==> src/rtl/memory_access.sv <==
// Memory-access pipeline stage: holds the M register, runs the data-memory
// request/response handshake, and flags misaligned accesses and read timeouts.
//
// state | meaning
// IDLE  | no transaction pending; M register captures each cycle, wb_valid_m high
// REQ   | request presented on dmem_req_*, waiting for dmem_req_ready
// WAIT  | read accepted, waiting for dmem_resp_valid or timeout
module memory_access #(
   parameter int TIMEOUT_CYCLES = 64
) (
   input  logic        clk,
   input  logic        rst,
   input  logic [31:0] alu_out_e,
   input  logic [31:0] write_data_e,
   input  logic [4:0]  write_reg_e,
   input  logic        reg_write_e,
   input  logic        mem_to_reg_e,
   input  logic        mem_write_e,
   input  logic        mem_access_e,
   output logic        stall_m,
   output logic        dmem_req_valid,
   output logic        dmem_req_we,
   output logic [31:0] dmem_req_addr,
   output logic [31:0] dmem_req_wdata,
   input  logic        dmem_req_ready,
   input  logic        dmem_resp_valid,
   input  logic [31:0] dmem_resp_rdata,
   output logic [31:0] alu_out_m,
   output logic [31:0] read_data_m,
   output logic [4:0]  write_reg_m,
   output logic        reg_write_m,
   output logic        mem_to_reg_m,
   output logic        wb_valid_m,
   output logic        misaligned_m,
   output logic        bus_err_m
);

   typedef enum logic [1:0] {
      IDLE = 2'd0,
      REQ  = 2'd1,
      WAIT = 2'd2
   } state_t;

   localparam logic [7:0] CNT_LAST = 8'(TIMEOUT_CYCLES - 1);

   state_t      state, state_d;
   logic [7:0]  cnt, cnt_d;
   logic [31:0] read_data_d;
   logic        bus_err_d;

   logic [31:0] alu_out_q;
   logic [31:0] write_data_q;
   logic [4:0]  write_reg_q;
   logic        reg_write_q;
   logic        mem_to_reg_q;
   logic        mem_write_q;
   logic        mem_access_q;

   assign stall_m = (state != IDLE);

   always_ff @(posedge clk or negedge rst) begin
      if (!rst) begin
         alu_out_q    <= '0;
         write_data_q <= '0;
         write_reg_q  <= '0;
         reg_write_q  <= 1'b0;
         mem_to_reg_q <= 1'b0;
         mem_write_q  <= 1'b0;
         mem_access_q <= 1'b0;
      end else if (!stall_m) begin
         alu_out_q    <= alu_out_e;
         write_data_q <= write_data_e;
         write_reg_q  <= write_reg_e;
         reg_write_q  <= reg_write_e;
         mem_to_reg_q <= mem_to_reg_e;
         mem_write_q  <= mem_write_e;
         mem_access_q <= mem_access_e;
      end
   end

   always_ff @(posedge clk or negedge rst) begin
      if (!rst) begin
         state       <= IDLE;
         cnt         <= '0;
         read_data_m <= '0;
         bus_err_m   <= 1'b0;
      end else begin
         state       <= state_d;
         cnt         <= cnt_d;
         read_data_m <= read_data_d;
         bus_err_m   <= bus_err_d;
      end
   end

   // bus_err_d defaults low so the error flag lives for exactly one IDLE cycle
   always_comb begin
      state_d     = state;
      cnt_d       = cnt;
      read_data_d = read_data_m;
      bus_err_d   = 1'b0;
      case (state)
         IDLE: begin
            if (mem_access_e && (alu_out_e[1:0] == 2'b00)) begin
               state_d = REQ;
            end
         end
         REQ: begin
            if (dmem_req_ready) begin
               if (mem_write_q) begin
                  state_d = IDLE;
               end else begin
                  state_d = WAIT;
                  cnt_d   = '0;
               end
            end
         end
         WAIT: begin
            if (dmem_resp_valid) begin
               read_data_d = dmem_resp_rdata;
               state_d     = IDLE;
            end else if (cnt == CNT_LAST) begin
               read_data_d = '0;
               bus_err_d   = 1'b1;
               cnt_d       = '0;
               state_d     = IDLE;
            end else begin
               cnt_d = cnt + 8'd1;
            end
         end
         default: begin
            state_d = IDLE;
         end
      endcase
   end

   // Request fields are zero outside REQ so an idle bus never shows stale data
   assign dmem_req_valid = (state == REQ);
   assign dmem_req_we    = (state == REQ) && mem_write_q;
   assign dmem_req_addr  = (state == REQ) ? alu_out_q : '0;
   assign dmem_req_wdata = (state == REQ) ? write_data_q : '0;

   assign wb_valid_m   = (state == IDLE);
   assign misaligned_m = wb_valid_m && mem_access_q && (alu_out_q[1:0] != 2'b00);
   assign reg_write_m  = reg_write_q && wb_valid_m && !misaligned_m && !bus_err_m;

   assign alu_out_m    = alu_out_q;
   assign write_reg_m  = write_reg_q;
   assign mem_to_reg_m = mem_to_reg_q;

endmodule
==> config.mk <==
export PLATFORM = sky130hd
export DESIGN_NAME = memory_access
export DESIGN_NICKNAME = d
export VERILOG_FILES = /design/src/rtl/memory_access.sv
export SDC_FILE = /design/constraint.sdc
export NUM_CORES = 1
export LEC_CHECK = 0
export BUFFER_PORTS_ARGS = -buffer_cell sky130_fd_sc_hd__buf_2
export CORE_MARGIN = 4
export CORE_UTILIZATION = 46
export DETAILED_ROUTE_END_ITERATION = 16
export PLACE_DENSITY_LB_ADDON = 0.05
export SYNTH_ARGS = -nofsm -noshare
export SYNTH_HDL_FRONTEND = slang
export SYNTH_SLANG_ARGS = --single-unit
==> constraint.sdc <==
create_clock -name clk -period 2.2 [get_ports clk]
set_clock_uncertainty 0.2 [all_clocks]
set_input_delay 0.33 -clock clk [delete_from_list [all_inputs] [get_ports clk]]
set_output_delay 0.33 -clock clk [all_outputs]
set_load 0.01 [all_outputs]
==> results.toml <==
[outcome]
outcome = "completed"

[detailed_routing]
dr.first_iter.drc_count = 210
routed_wl_um = 14300
drc = 0
num_vias = 4327
vias_per_cell = 4.88
firstDrtPassIters = 4
drtAntennaViolNets = 0
wl_per_cell_um = 16.1

[die]
fp.dieW_um = 111
fp.coreArea_mm2 = 0.0103
rows = 37
die_area_mm2 = 0.0123
die_h_um = 111
io_pins = 250
start_util_pct = 47.4

[finish]
antenna_cells = 0
drive_gt1_share_pct = 50.6
regArea_mm2 = 0.00290
multi_input_area_mm2 = 0.00188
finalNetCount = 848
syn_to_final_growth_pct = 67.0
num-fill-cells = 631

[power]
ir_drop_mv = 0.654
p_seq_share_pct = 37.6
p_sw_share_pct = 27.4
powerDensity_mw_per_mm2 = 961
p_int_mw = 5.69
power.share.clock_pct = 37.5
combPwrFrac_pct = 24.9
switching_power_mw = 2.15
leakage_nw = 4.16

[clock_network]
clk_latency_ns = 0.50
clk_pin_slew_ns = 0.06
cts_buffers = 17
cts_sinks = 116
cts_root_buf = "clkbuf_8"
clockBufferDepth = 2
h-tree-depth = 4
cts_tree = "done"

[grt]
grt_first_pass_wirelength_um = 23900
antenna_found_initial = 0
grt_max_degree = 117
grt_pass1_vias = 4745
grt.overflow.total = 0
grtUsageTotal_pct = 23.6

[placement]
gp_congestion = 0.779
dpl.hpwl_um = 8780
port_buffers = 249
place_ws_ns = 0.304

[timing]
rsz0062_at_grt = "yes"
setup_tns_ns = 0
fin_crit_sh_pct = 98.6
slew_headroom_pct = 59.8
fin_crit_ns = 2.17
tightest_slew_ns = 0.603
timing.final.ws_setup_ns = 0.0300
hold_viol_final = 0
setup_viol = 0
drv_slew = 0
max_freq_mhz = 461

[setup_path]
path_max_fanout = 37
startpoint_type = "flop"
crit_path_cell_trace = "and2b_2 > buf_12 > and2_1 > buf_2"
critPathKind = "flop to output port"
worst_path_max_delay_cell = "dfrtp_1"
critPathMaxStageDelay_ns = 0.37
critPathBufInv = 2
timing.critical_path.max_delay_family = "simple AND/OR/NAND/NOR gates"
critPathCaptureType = "output port"
required_ns = 1.67
cp_data_arrival_time_ns = 1.64

[yosys]
synthesis.area_mm2 = 0.00489
synth_most_common_cell = "dfrtp_1"
synth_area_per_cell_um2 = 13.3
yosysTopAreaCell = "dfrtp_1"
synth_ff_type = "dfrtp_1"
synth_edf_count = 0
yosys_warnings = 0
seq_area_frac_synth_pct = 59.4
synth_top_area_share_pct = 59.4
synth-seq-cells = 116
synthCells = 369
synth_common_cells = "dfrtp_1, mux2_2, and2_1, a22o_1"
synth.area.top_cells = "dfrtp_1, mux2_2, and2_1"
synthArstFlopShare_pct = 100
syn-num-nets = 479
yosysUniqueCellTypes = 32

[job]
maxCapViolCount = 0

[hold_path]
hold_class = "input port to async pin"
-- per-stage QoR --
step | cells | cell area (um2) | utilization [%] | power, mW | hold WS (ns)
after floorplan | 369 | 4890 | - | 3.86 | -0.166
after global placement | 741 | 6300 | 61.0 | 4.65 | 0.269
after detailed placement | 741 | 6300 | 61.0 | 4.68 | 0.267
after CTS | 886 | 8080 | 78.3 | 7.83 | 0.274
after global routing | 887 | 8170 | 79.1 | 8.24 | 0.310
final | 887 | 8170 | 79.1 | 7.85 | 0.263
-- path summary, 6_finish.rpt --
check                           cells after the start                end       startpoint  slack [ns]
max in group asynchronous                           3             cnt[3]              rst        1.08
worst max-delay path                                4  dmem_req_addr[26]         state[1]        0.03
worst min-delay path                                3   write_data_q[10]              rst        0.26
min in group clk                                    1    read_data_m[27]  read_data_m[27]        0.29
worst max register to register                      6     read_data_m[9]           cnt[0]        0.27
worst min register to register                      1    read_data_m[27]  read_data_m[27]        0.29
-- cell families after synthesis --
family	count (synthesis)	share of synthesized area, %
buffers and inverters	26	2.69
muxes	72	16.6
and+or+nand+nor	102	12.5
AOI/OAI and AO/OA	52	8.57
adders and majority gates	1	0.256
DFF	116	59.4
-- timing repair --
action | 4_1_cts | 5_1_grt
pin swaps | 1 | 2
setup endpoints to repair | 69 | 61
setup buffers | 5 | 1
hold buffers | 108 | 0
resized for setup | 7 | 18
hold endpoints to repair | 225 | 0
cloned | 0 | 0
-- layout make-up --
type | count | area share (%)
Inverter | 4 | 0.214
Multi-Input combinational cell | 227 | 23.0
Clock buffer | 20 | 5.33
Sequential cell | 116 | 35.6
Timing Repair Buffer | 372 | 31.4
Tap cell | 136 | 2.08
Clock inverter | 12 | 2.48
-- per-layer routing --
metal / up-vias / share of wire, % / global-route usage [%]
li1: 2032 / - / -
met5: - / 0 / 0
met3: 17 / 6.0 / 6.66
met2: 175 / 53 / 41.4
met4: 0 / 1.3 / 7.22
met1: 2103 / 40 / 28.2
-- cell usage in the layout (no fill, tap or decap), types with 2 or more instances in the layout --
cell type        n
a21oi_1          2
a22o_1          32
a31oi_1          5
and2_1          60
and2_4           6
and3_1           2
buf_12           5
buf_2          239
buf_4           11
buf_6            9
bufinv_16        5
clkbuf_1         2
clkbuf_16       16
clkbuf_8         2
clkinv_2         2
clkinv_4         3
dfrtp_1        115
dlygate4sd3_1  108
inv_1            3
mux2_2          72
nand2_1         12
nand2b_1         2
nand3_1          5
nor2_1           4
nor3_1           2
o21ai_0         10
-- state kept, by name, summed over array words and instances (netlist names) --
name / count
write_reg_m: 5
mem_to_reg_m: 1
mem_access_q: 1
cnt: 8
read_data_m: 32
write_data_q: 32
alu_out_m: 32
bus_err_m: 1
mem_write_q: 1
state: 2
reg_write_q: 1
-- power groups by stage --
stage	clock (mW)	sequential, mW	combinational [mW]
after global routing	3.12	3.01	2.11
final	2.94	2.95	1.95
after CTS	2.99	2.94	1.91
after floorplan	0	3.09	0.767
after global placement	0	2.96	1.69
after detailed placement	0	2.95	1.73
-- worst reg2reg max path: stages, from the launching register on --
cell and delay [ns]:
dfrtp_1 0.41, ha_1 0.24, and3_1 0.25, a21oi_1 0.13, nand2b_1 0.11, buf_4 0.32, a22o_1 0.21
No activity file was read; power rests on OpenSTA's default activity.
